==> src/rtl/rd_pending_tracker.sv <==
// ============================================================================
// rd_pending_tracker: per-register outstanding-write scoreboard (x1..x31)
// Optional macro RD_PENDING_TRACKER_FORWARD_EN: same-cycle writeback bypass on busy
// Revision: 1.0
// ============================================================================
`default_nettype none

module rd_pending_tracker #(
  parameter int CNT_W = 2
) (
  input  logic       clk,
  input  logic       rst_n,
  input  logic       issue_valid,
  input  logic [4:0] issue_rd,
  output logic       issue_ready,
  input  logic       wb_valid,
  input  logic [4:0] wb_rd,
  input  logic       flush,
  input  logic [4:0] rs1,
  input  logic [4:0] rs2,
  output logic       rs1_busy,
  output logic       rs2_busy,
  output logic       stall,
  output logic [6:0] outstanding,
  output logic       wb_underflow
);

  localparam logic [CNT_W-1:0] MAX = {CNT_W{1'b1}};

  // Entry 0 is held at zero so x0 reads as never pending.
  logic [CNT_W-1:0] cnt [0:31];

  logic wb_hit;
  logic wb_dec;
  logic issue_fire;
  logic same_rd;
  logic out_inc;
  logic out_dec;

  always_comb begin
    wb_hit      = wb_valid && (wb_rd != 5'd0);
    same_rd     = wb_hit && (wb_rd == issue_rd);
    issue_ready = (cnt[issue_rd] != MAX) || same_rd;
    issue_fire  = issue_valid && issue_ready && (issue_rd != 5'd0);
    wb_dec      = wb_hit && (cnt[wb_rd] != '0);
    out_inc     = issue_fire && !same_rd;
    out_dec     = wb_dec && !(issue_fire && same_rd);
  end

  always_comb begin
    rs1_busy = (rs1 != 5'd0) && (cnt[rs1] != '0);
    rs2_busy = (rs2 != 5'd0) && (cnt[rs2] != '0);
`ifdef RD_PENDING_TRACKER_FORWARD_EN
    // The last pending write to a source retiring this cycle frees it early.
    if (wb_valid && (wb_rd == rs1) && (cnt[rs1] == CNT_W'(1))) rs1_busy = 1'b0;
    if (wb_valid && (wb_rd == rs2) && (cnt[rs2] == CNT_W'(1))) rs2_busy = 1'b0;
`endif
    stall = rs1_busy || rs2_busy;
  end

  always_ff @(posedge clk) begin
    if (!rst_n || flush) begin
      for (int i = 0; i < 32; i++) cnt[i] <= '0;
      outstanding  <= 7'd0;
      wb_underflow <= 1'b0;
    end else begin
      cnt[0] <= '0;
      for (int i = 1; i < 32; i++) begin
        // Issue and writeback on the same register cancel each other out.
        if (issue_fire && (issue_rd == 5'(i)) && !(wb_hit && (wb_rd == 5'(i))))
          cnt[i] <= cnt[i] + CNT_W'(1);
        else if (wb_dec && (wb_rd == 5'(i)) && !(issue_fire && (issue_rd == 5'(i))))
          cnt[i] <= cnt[i] - CNT_W'(1);
      end
      outstanding  <= outstanding + 7'(out_inc) - 7'(out_dec);
      wb_underflow <= wb_hit && (cnt[wb_rd] == '0);
    end
  end

endmodule

`default_nettype wire
==> config.mk <==
export PLATFORM = sky130hd
export DESIGN_NAME = rd_pending_tracker
export DESIGN_NICKNAME = d
export VERILOG_FILES = /design/src/rtl/rd_pending_tracker.sv
export SDC_FILE = /design/constraint.sdc
export NUM_CORES = 1
export LEC_CHECK = 0
export CORE_MARGIN = 1
export CORE_UTILIZATION = 40
export CTS_BUF_LIST = sky130_fd_sc_hd__clkbuf_2 sky130_fd_sc_hd__clkbuf_4 sky130_fd_sc_hd__clkbuf_8
export DETAILED_ROUTE_END_ITERATION = 7
export GPL_TIMING_DRIVEN = 0
export HOLD_SLACK_MARGIN = 0.06
export SKIP_LAST_GASP = 1
export SLEW_MARGIN = 5
export SYNTH_ARGS = -nofsm -noshare
export SYNTH_HDL_FRONTEND = slang
export SYNTH_SLANG_ARGS = --single-unit
==> constraint.sdc <==
create_clock -name clk -period 5.36 [get_ports clk]
set_input_delay 0.804 -clock clk [delete_from_list [all_inputs] [get_ports clk]]
set_output_delay 0.804 -clock clk [all_outputs]
set_load 0.05 [all_outputs]
## Yosys cells after proc, flatten, opt, wreduce, memory -nomap -nowiden

Memory sizes are Yosys's and may differ from the RTL's.
Cells that the tools add are included.

| storage, ports and cells | value |
|---|---|
| word-level logic and storage cells | 719 |
| memory bits (writable) | 64 |
| register bits after elaboration | 8 |
| memories kept | 1 |

| operators by class | value |
|---|---|
| equality and inequality tests | 64 |
| add/subtract/negate cells | 64 |
| bitwise logic cells | 63 |
| muxes and demuxes | 283 |
| reductions and logical operators | 242 |

Memory list:

| name | depth | bits a word | read ports | clocked after Yosys merged registers in | write ports | RTL line | source |
|---|---|---|---|---|---|---|---|
| cnt | 32 | 2 | 35 | 0 | 32 | 31 | `logic [CNT_W-1:0] cnt [0:31];` |

Operators with widths:

| kind | number |
|---|---|
| 2-to-1 mux 1 bit | 220 |
| logical AND 1 bit | 166 |
| equality test 5 bit (second input constant) | 32 |
| 2-to-1 mux 2 bit | 63 |
| equality test 5 x 4 -> 1 bit (second input constant) | 16 |
| zero test 1 bit | 65 |
| bitwise OR 1 bit | 63 |
| adder 2 x 1 -> 2 bit (second input constant) | 31 |
| subtractor 2 x 1 -> 2 bit (second input constant) | 31 |
| equality test 5 x 3 -> 1 bit (second input constant) | 8 |
| equality test 5 x 2 -> 1 bit (second input constant) | 4 |
| nonzero test 5 bit | 4 |
| equality test 5 x 1 -> 1 bit (second input constant) | 2 |
| adder 7 x 1 -> 7 bit | 1 |
| subtractor 7 x 1 -> 7 bit | 1 |
| nonzero test 2 bit | 3 |
| equality test 5 bit | 1 |
| logical OR 1 bit | 3 |
| zero test 2 bit | 1 |
| != test 2 bit (second input constant) | 1 |

## Logic depth before layout (Yosys ltp)

Gate-level depths: netlist of run 1.

| depth | value |
|---|---|
| depth in word-level cells | 14 |
| mapped depth | 19 |

## Least setup slack after synthesis of run 1

Ideal clock, no wire load.

| timing path | value |
|---|---|
| kind | input port to flip-flop |
| from | input wb_rd[0] |
| to | register outstanding[6] |
| data required time | 5,232 ps |
| slack | 1,050 ps |
| cell stages on the path | 18 |
| arrival | 4,182 ps |
| path through | buf_4 > or4_4 > o21ai_4 > nor4_2 > or2_1 > buf_6 > a211o_1 > nand2_1 > ha_1 > inv_1 > ha_1 > fa_1 > a21o_1 > a21oi_1 > o21bai_1 > a21oi_1 > xnor2_1 > nor2_1 |

| on the way | value |
|---|---|
| longest elaborated chain between the ends | 10 |

Ends and longest elaborated chain:

| element | RTL line | source |
|---|---|---|
| start: declaration | 17 | `input logic [4:0] wb_rd,` |
| nonzero test 5 bit | 41 | `wb_hit = wb_valid && (wb_rd != 5'd0);` |
| logical AND 1 bit | 41 |  |
| logical AND 1 bit (*) | 42 | `same_rd = wb_hit && (wb_rd == issue_rd);` |
| logical OR 1 bit (*) | 43 | `issue_ready = (cnt[issue_rd] != MAX) \|\| same_rd;` |
| net issue_ready | 15 | `output logic issue_ready,` |
| logical AND 1 bit (*) (2 in a row) | 44 | `issue_fire = issue_valid && issue_ready && (issue_rd != 5'd0);` |
| branches (longest 3 deep; another with adder 7 x 1 -> 7 bit) | - |  |
| subtractor 7 x 1 -> 7 bit (*) | 75 | `outstanding <= outstanding + 7'(out_inc) - 7'(out_dec);` |
| end signal: assignment | 75 |  |
| end: declaration | 24 | `output logic [6:0] outstanding,` |

Mark *: on every way through the listed nets, which the timed path passes.
A chain may end at the register's enable or synchronous reset.

## Final worst setup path of run 1

| timing path | value |
|---|---|
| from | input wb_rd[3] |
| to | register outstanding[6] |

| on the way | value |
|---|---|
| longest elaborated chain between the ends | 10 |

Ends and longest elaborated chain:

| element | RTL line |
|---|---|
| branches (longest 9 deep; another with adder 7 x 1 -> 7 bit) | - |
| subtractor 7 x 1 -> 7 bit (*) | 75 |

Mark *: on every way between the ends.

==> metrics.cfg, run 1 <==
[drt]
first_pass_iters=6
drcViolationCount=0
via_per_inst=6.48
routedWlPerCell_um=25.5
wirelength_um=23800
drtIter0Drc=638
ant_nets=0
num_vias=6050

[status]
status=finished, final reports clean

[cts]
numCtsBuffers=9
ctsHoldBuffers=0
clockRootBuffer=clkbuf_8
ctsLongestPathBuffers=2
cts-resized-gates=0
clkLatencyLatePin_ps=380
postCtsSetupBuffers=0
h-tree-depth=3
cts.clk_slew.worst_paths_ps=90
cts_tree=yes
cts_sinks=70

[synth]
async_reset_ff_share_pct=0
synthCells=704
synth_seq_cells=70
yosysMostFrequentCell=nor2_1
synth_top_area_cell=edfxtp_1
synth_top_cell_area_share_pct=30.4
synth_edf_count=62
yosys-top-cells-count=109 x nor2_1, 62 x edfxtp_1, 62 x nand2_1
synth_ff_type=edfxtp_1
synthesis.nets=737
ys_warn_count=0
syn_area_sq_mm=0.00613
yosysSeqAreaShare_pct=33.0
synthTopCellsByArea=edfxtp_1 30%, mux4_2 9.2%, nor2_1 6.7%, a21oi_1 4.8%, nand2_1 3.8%
synth_area_per_cell_sq_um=8.71
synth_cell_types=66

[cells_and_area]
multi_input_area_sq_mm=0.00384
drive_gt1_share_pct=10.4
fin_util_pct=46.8
regArea_sq_mm=0.00202
nNetsFinal=777
antenna_cells=0
syn_to_final_growth_pct=12.6
final_cell_area_sq_mm=0.00690
fillers=1461

[min_path]
worstHoldPathCells=2
hold_end=outstanding[0]
worstHoldStart=outstanding[0]
worstHoldPathType=flip-flop to flip-flop

[setup_path]
r2r_start=cnt[28][0]
cp_slowest_cell=clkdlybuf4s50_1
crit_required_ps=5610
worstPathBufferInverterCount=4
endpoint_kind=flip-flop
cp-start-kind=primary input
r2r_slack_ps=920
path_max_fanout=10
arrival_ps=5370
crit_chain=clkdlybuf4s50_1 > clkbuf_1 > buf_1 > mux2i_1 > mux2i_1 > o21ai_0 > and3b_1 > ha_1 > inv_1 > ha_1 > fa_1 > a21o_1 > a21oi_1 > o21bai_1 > a21oi_1 > xnor2_1 > nor2_1
r2r-end=outstanding[6]
path_class=primary input to flip-flop
path_delay_family=buffers and inverters
reg2reg_depth=17
cpPeakStageDelay_ps=650

[sta]
tns_ps=0
rsz0062_at_grt=no
max_slew_margin_pct=23.2
hold_ws_ps=594
fin_crit_sh_pct=95.4
setup_violations=0
worst_pin_slew_ps=1140
setup_ws_ps=247
hold_viol=0
fmax_ghz=0.196
clock_skew_ps=13.5
min_period_ps=5110
drv_slew=0

[floorplanning]
start_util_pct=41.6
die_w_um=126
coreArea_sq_mm=0.0148
num_rows=44
num_io_pins=37
dieArea_sq_mm=0.0158
fp.dieH_um=126

[power_and_ir_drop]
leakage_nw=2.36
power.density_mw_per_mm2=258
vdd_ir_drop_max_mv=0.172

[placed_design]
dp_slack_ps=-115
gp_congestion=0.969
portBuffers=29
placed_area_sq_mm=0.00665
hpwl_um=18800

[grt]
grt_max_degree=14
antenna_found_initial=0
grt_pass1_wl_um=35900
first_global_vias=5917
globalRouteOverflowTotal=0
grtUsageTotal_pct=31.1

[job]
max_cap_viol_count=0

-- report_power, final --
| group | switching (mW) | total [mW] | internal, mW |
|---|---|---|---|
| registers | 0.0457 | 0.684 | 0.638 |
| clock network | 0.242 | 0.552 | 0.311 |
| logic | 0.338 | 0.543 | 0.205 |
| total | 0.625 | 1.78 | 1.15 |
-- worst min-delay path: stages, from the launching register on --
cell and delay, ps:
dfxtp_1 340, ha_1 120, and2_1 100
-- cell type report --
cell class                 instances  share of cell area [%]
multi-input combinational        577                    55.7
buffer                            48                    3.43
timing repair buffer              29                    4.21
clock buffer                       9                    1.80
inverter                           9                   0.490
sequential                        70                    29.3
clock inverter                     7                    1.74
tap                              184                    3.34
-- how the worst max path moves through the flow --
stage              from             end  slack, ps  depth (start not counted)
6_report       wb_rd[3]  outstanding[6]        250                         17
5_1_grt        wb_rd[3]  outstanding[6]          4                         18
4_1_cts        wb_rd[3]  outstanding[6]        280                         19
3_5_place_dp   wb_rd[3]  outstanding[6]       -120                         19
3_3_place_gp   wb_rd[3]  outstanding[6]       -190                         17
2_1_floorplan  wb_rd[0]  outstanding[6]       1050                         18
-- state kept, by name, indices dropped and copies added, names as in the netlist --
signal / count
cnt: 62
outstanding: 7
wb_underflow: 1
-- kinds of logic after synthesis --
logic type      count (synthesis)  synth area share (%)
simple gates                  308                  23.7
compound gates                178                  19.0
flops                          70                  33.0
buf+inv                        57                  4.41
xor+xnor                       43                  6.14
mux                            40                  12.0
fa+ha+maj                       8                  1.76
-- per-layer routing --
metal  vias up  GRT usage (%)  share of wire (%)
met4         0           16.8                4.7
met3        56           5.06                8.1
met2       309           48.3                 44
li1       2717              -                  -
met5         -              0                  0
met1      2968           41.5                 43
-- through the flow --
stage               instances  power, mW
finish                    933       1.78
global route              933       1.85
CTS                       933       1.78
detailed placement        917       1.23
global placement          917       1.22
floorplan                 704       1.05
-- cell usage in the layout, fill, tap and decap left out, types with 9 or more instances in the layout --
master and count:
inv_1 9, o21ai_0 36, nand2_1 62, mux4_2 25, xnor2_1 21, buf_2 9
clkbuf_1 26, nand3_1 30, xor2_1 22, o211ai_1 23, nor2_1 109, edfxtp_1 62
a211oi_1 16, clkdlybuf4s50_1 29, clkbuf_8 9, nor3_1 37, nor2b_1 9, a21oi_1 59
No activity file was read; power rests on OpenSTA's default activity.
==> run 2, diff against run 1 <==
CTS_CLUSTER_SIZE = 30   (was unset)
SLEW_MARGIN = 0   (was 5)
==> results of run 2 <==
The final DEF is identical to that of run 1; final timing and power are the same.
==> variant 1, RTL diff (flow settings as in run 1) <==
Build with the macro `RD_PENDING_TRACKER_FORWARD_EN` defined.
--- a/src/rtl/rd_pending_tracker.sv
+++ b/src/rtl/rd_pending_tracker.sv
@@ -4,6 +4,8 @@
 // Revision: 1.0
 // ============================================================================
 `default_nettype none
+
+`define RD_PENDING_TRACKER_FORWARD_EN
 
 module rd_pending_tracker #(
   parameter int CNT_W = 2
Function: changed (Yosys sat finds a counterexample within 4 cycles, from zero or initial values).
==> variant 1 against run 1 <==
Wire length up 10%; synthesized area is 9.2% higher; via count rose by 6.0%; combinational power is 1% higher; final area up 8.7%; worst setup slack lost 0.12 ns; total power grew 3.0%; sequential cell count unchanged; largest power group unchanged.
==> variant 1: results <==
set metrics [dict create \
    status "finished, final reports clean" \
    drive_gt1_share_pct 16.5 \
    ys_top_cells_by_area "edfxtp_1, mux4_2, nor2_1, nand2_1, xnor2_1" \
    crit_arrival_ns 4.43 \
    ys_types 76 \
    cts_resized 2 \
    grt_max_degree 14 \
    portBuffers 27 \
    vias 6416 \
    syn-instance-count 698 \
    wl_met1_um 10500 \
    wl_met3_um 2590 \
    ir_drop_uv 252 \
    wl_met2_um 11900 \
    fillers 1545 \
    comb.multi_input.count 569 \
    grt_first_pass_wirelength_um 38700 \
    buf_share_pct 6.71 \
    regArea_sq_um 2020 \
    multi_input_area_share_pct 58.7 \
    met1_usage_pct 40.2 \
    synth_nets 731 \
    grt_use_met2_pct 47.0 \
    gp_congestion 0.974 \
    seq_cell_count 70 \
    fin_nets 769 \
    leakage_nw 2.57 \
    clock_buffers 10 \
    clockPowerShare_pct 31.4 \
    r2r-start "cnt[20][0]$_SDFFCE_PN0P_" \
    num-nonclk-inverters 12 \
    grt_pass1_vias 6280 \
    place_ws_ns -0.288 \
    buffers_excl_clock 74 \
    dp_cells 941 \
    yosysSeqAreaShare_pct 30.2 \
    grt_usage_pct 30.5 \
    yosys-top-cells-count "nor2_1, nand2_1, edfxtp_1, nand3_1, mux4_2" \
    first_iter_violations 726 \
    slew_headroom_pct 43.8 \
    internal-power_mw 1.19 \
]
variant 1: cell types whose count changed after synthesis, moves of 8 or more:
cell / before / now
mux2i_1: 8 / 21
a211oi_1: 16 / 2
buf_2: 9 / 17
nand2_1: 62 / 72
mux4_2: 25 / 44
clkbuf_1: 26 / 18
nand3_1: 30 / 48
a21oi_1: 59 / 31
nor3_1: 38 / 22
o21ai_0: 36 / 12
nor2_1: 109 / 83
variant 1: final timing paths:
| check | end | slack [ns] | cells past startpoint |
|---|---|---|---|
| worst min-delay path | outstanding[0]$_SDFF_PN0_ | 0.61 | 2 |
| worst max register to register | outstanding[6]$_SDFF_PN0_ | 1.06 | 16 |
| worst min register to register | outstanding[0]$_SDFF_PN0_ | 0.61 | 2 |
| worst max-delay path | rs2_busy | 0.13 | 10 |
variant 1: cells by family (layout without fill, tap and decap cells):
family | Yosys count | in the layout | share of synthesized area [%]
DFF | 70 | 70 | 30.2
muxes | 73 | 73 | 19.3
adders and majority gates | 8 | 8 | 1.61
buffers and inverters | 59 | 102 | 4.07
xor gates and xnor gates | 56 | 56 | 7.32
and+or+nand+nor | 297 | 297 | 21.3
AOI/OAI and AO/OA | 135 | 135 | 16.2
variant 1: critical path, cell delays in order:
cell             delay (ns)
clkdlybuf4s50_1        0.70
clkbuf_2               0.33
buf_2                  0.30
xnor2_1                0.15
nand4_1                0.26
nor2_1                 0.39
o21ai_0                0.16
a31oi_1                0.36
o21ai_1                0.21
clkdlybuf4s50_1        0.75
variant 1: stage by stage:
step                TNS (ns)  instance area [sq um]
floorplan                  0                   6700
global placement      -0.695                   7240
detailed placement    -0.576                   7240
CTS                        0                   7490
global route               0                   7500
finish                     0                   7500
==> variant 2, RTL diff (config.mk and constraints of run 1) <==
Made on the original files. Register the output `wb_underflow` once more, without a reset; this adds one clock of latency there. The other outputs are not delayed to match.
--- a/src/rtl/rd_pending_tracker.sv
+++ b/src/rtl/rd_pending_tracker.sv
@@ -26,6 +26,8 @@
 );
 
   localparam logic [CNT_W-1:0] MAX = {CNT_W{1'b1}};
+
+  logic wb_underflow_s0;
 
   // Entry 0 is held at zero so x0 reads as never pending.
   logic [CNT_W-1:0] cnt [0:31];
@@ -62,7 +64,7 @@
     if (!rst_n || flush) begin
       for (int i = 0; i < 32; i++) cnt[i] <= '0;
       outstanding  <= 7'd0;
-      wb_underflow <= 1'b0;
+      wb_underflow_s0 <= 1'b0;
     end else begin
       cnt[0] <= '0;
       for (int i = 1; i < 32; i++) begin
@@ -73,8 +75,12 @@
           cnt[i] <= cnt[i] - CNT_W'(1);
       end
       outstanding  <= outstanding + 7'(out_inc) - 7'(out_dec);
-      wb_underflow <= wb_hit && (cnt[wb_rd] == '0);
+      wb_underflow_s0 <= wb_hit && (cnt[wb_rd] == '0);
     end
+  end
+
+  always_ff @(posedge clk) begin
+    wb_underflow <= wb_underflow_s0;
   end
 
 endmodule
Behaviour: not the same (a bounded check fails within 4 cycles, from zero or initial values).
==> variant 2 against run 1 <==
Utilization up 0.17 points; register-to-register slack better by 0.04 ns; clock skew about the same; non-clock buffer count shrank 1; die area rose by 0.44%; sequential cell count rose by 1; sequential share of layout area is 0.18 points higher; hold slack lost 0.26 ns; worst setup slack better by 0.21 ns; final area increased by 0.36%; total power is 0.13% lower; synthesized cell count up 0.28%; synthesized area is 0.45% higher; wire length decreased by 2.9%; largest cell class unchanged.
==> variant 2: results <==
set metrics [dict create \
    cts-root-buf "clkbuf_8" \
    hold_depth 0 \
    grt_usage_pct 30.0 \
    r2r-start "cnt[30][0]$_SDFFCE_PN0P_" \
    leakage_nw 2.36 \
    fin_nets 779 \
    reg2reg_slack_ns 0.96 \
    synth_nets 739 \
    hpwl_um 18400 \
    cp_max_fo 10 \
    drt_wl_total_um 23100 \
    diodes 0 \
    ys_top_cells_by_area "edfxtp_1, mux4_2, nor2_1, a21oi_1, nand2_1" \
    crit_arrival_ns 5.15 \
    first_iter_violations 616 \
    grt_max_degree 13 \
    htree_levels 3 \
    grt_pass1_vias 5724 \
    cts_max_path_buffers 2 \
    hp-class "register to register" \
    drive_gt1_share_pct 10.5 \
    r2r-end "outstanding[6]$_SDFF_PN0_" \
    portBuffers 29 \
    ys_types 64 \
    fillers 1475 \
    holdPathEnd "wb_underflow$_DFF_P_" \
    viasPerCell 6.41 \
    synth_flop_cell "edfxtp_1" \
    antenna_found_initial 0 \
    yosysSeqAreaShare_pct 33.2 \
    synth_warnings 0 \
    async_flop_share_pct 0 \
    yosys-top-cells-count "nor2_1, nand2_1, edfxtp_1, a21oi_1, nor3_1" \
    p_sw_share_pct 34.0 \
    place_ws_ns 0.130 \
    dr.pass1.iters 5 \
    finClkSkew_ns 0.0137 \
    worst_pin_slew_ns 1.16 \
    tritoncts.num_buffers 9 \
    startpoint "wb_rd[3]" \
    worstSkewPairLatency_ns 0.38 \
    gp_congestion 0.972 \
    place_area_sq_um 6680 \
    cts_resized 0 \
    overflow 0 \
    hp-start "wb_underflow_s0$_SDFF_PN0_" \
    status "finished, final reports clean" \
    ir_drop_uv 193 \
    cts_setup_buffers 0 \
    reg_top3 "cnt x62, outstanding x7" \
    clk_pin_slew_ns 0.08 \
    rr_worst_depth 17 \
    drc_errors 0 \
    grt_first_pass_wirelength_um 34800 \
    whs_ns 0.333 \
]
## variant 2: cell count changes after synthesis, sizes merged, moves of 2 or more
cell / before / now
nand2: 62 / 65
nor2b: 9 / 11
o2111ai: 4 / 6
o211ai: 23 / 21
xnor2: 21 / 23
## variant 2: layout make-up
type	instances	area, sq um	share of cell area, %
clock inverter	6	108	1.55
buffer	47	240	3.47
timing repair buffer	29	290	4.19
clock buffer	10	138	1.99
inverter	9	33.8	0.488
sequential	71	2040	29.5
tap	184	230	3.32
multi-input combinational	579	3840	55.5
## variant 2: worst max path at each step
stage / slack (ns) / cells after the start / end
detailed placement: 0.13 / 19 / outstanding[6]$_SDFF_PN0_
finish: 0.46 / 19 / outstanding[6]$_SDFF_PN0_
CTS: 0.52 / 18 / outstanding[6]$_SDFF_PN0_
floorplan: 1.07 / 18 / outstanding[6]$_SDFF_PN0_
global placement: 0.13 / 18 / outstanding[6]$_SDFF_PN0_
global route: 0.26 / 19 / outstanding[6]$_SDFF_PN0_
## variant 2: cells by family (layout without fill, tap and decap cells)
logic type	Yosys count	count (layout)	synth area share [%]
AOI/OAI and AO/OA	176	176	18.7
xor gates and xnor gates	44	44	6.26
adders and majority gates	8	8	1.75
buffers and inverters	56	101	4.45
DFF	71	71	33.2
muxes	40	40	11.9
and+or+nand+nor	311	311	23.8
## variant 2: metrics by stage
stage	std cells	utilization [%]
final	935	46.9
after global routing	935	46.9
after CTS	935	46.9
after detailed placement	919	45.3
after global placement	919	45.3
after floorplan	706	-
## variant 2: power by group through the flow
stage,clock network [mW],logic [mW],registers (mW)
2_1_floorplan,0,0.334,0.728
3_3_place_gp,0,0.522,0.701
3_5_place_dp,0,0.527,0.704
4_1_cts,0.559,0.530,0.692
5_1_grt,0.576,0.570,0.699
6_report,0.547,0.537,0.693
## variant 2: critical path: stages
cell and delay, ns:
clkdlybuf4s50_1 0.53, clkbuf_1 0.32, nor3_1 0.32, a21oi_1 0.09, mux4_2 0.52, mux2_2 0.31
nand2_1 0.07, o21ai_0 0.14, and3b_1 0.25, ha_1 0.28, inv_1 0.04, ha_1 0.19
fa_1 0.40, a21o_1 0.20, a21oi_1 0.23, o21bai_1 0.10, a21oi_1 0.19, xnor2_1 0.13
nor2_1 0.06
## variant 2: per-layer routing
metal	vias up	track usage (%)	wire, um
li1	2714	-	-
met1	2971	40.3	10200
met2	272	47.7	10700
met3	39	5.65	1610
met4	0	12.3	631
met5	-	0	0
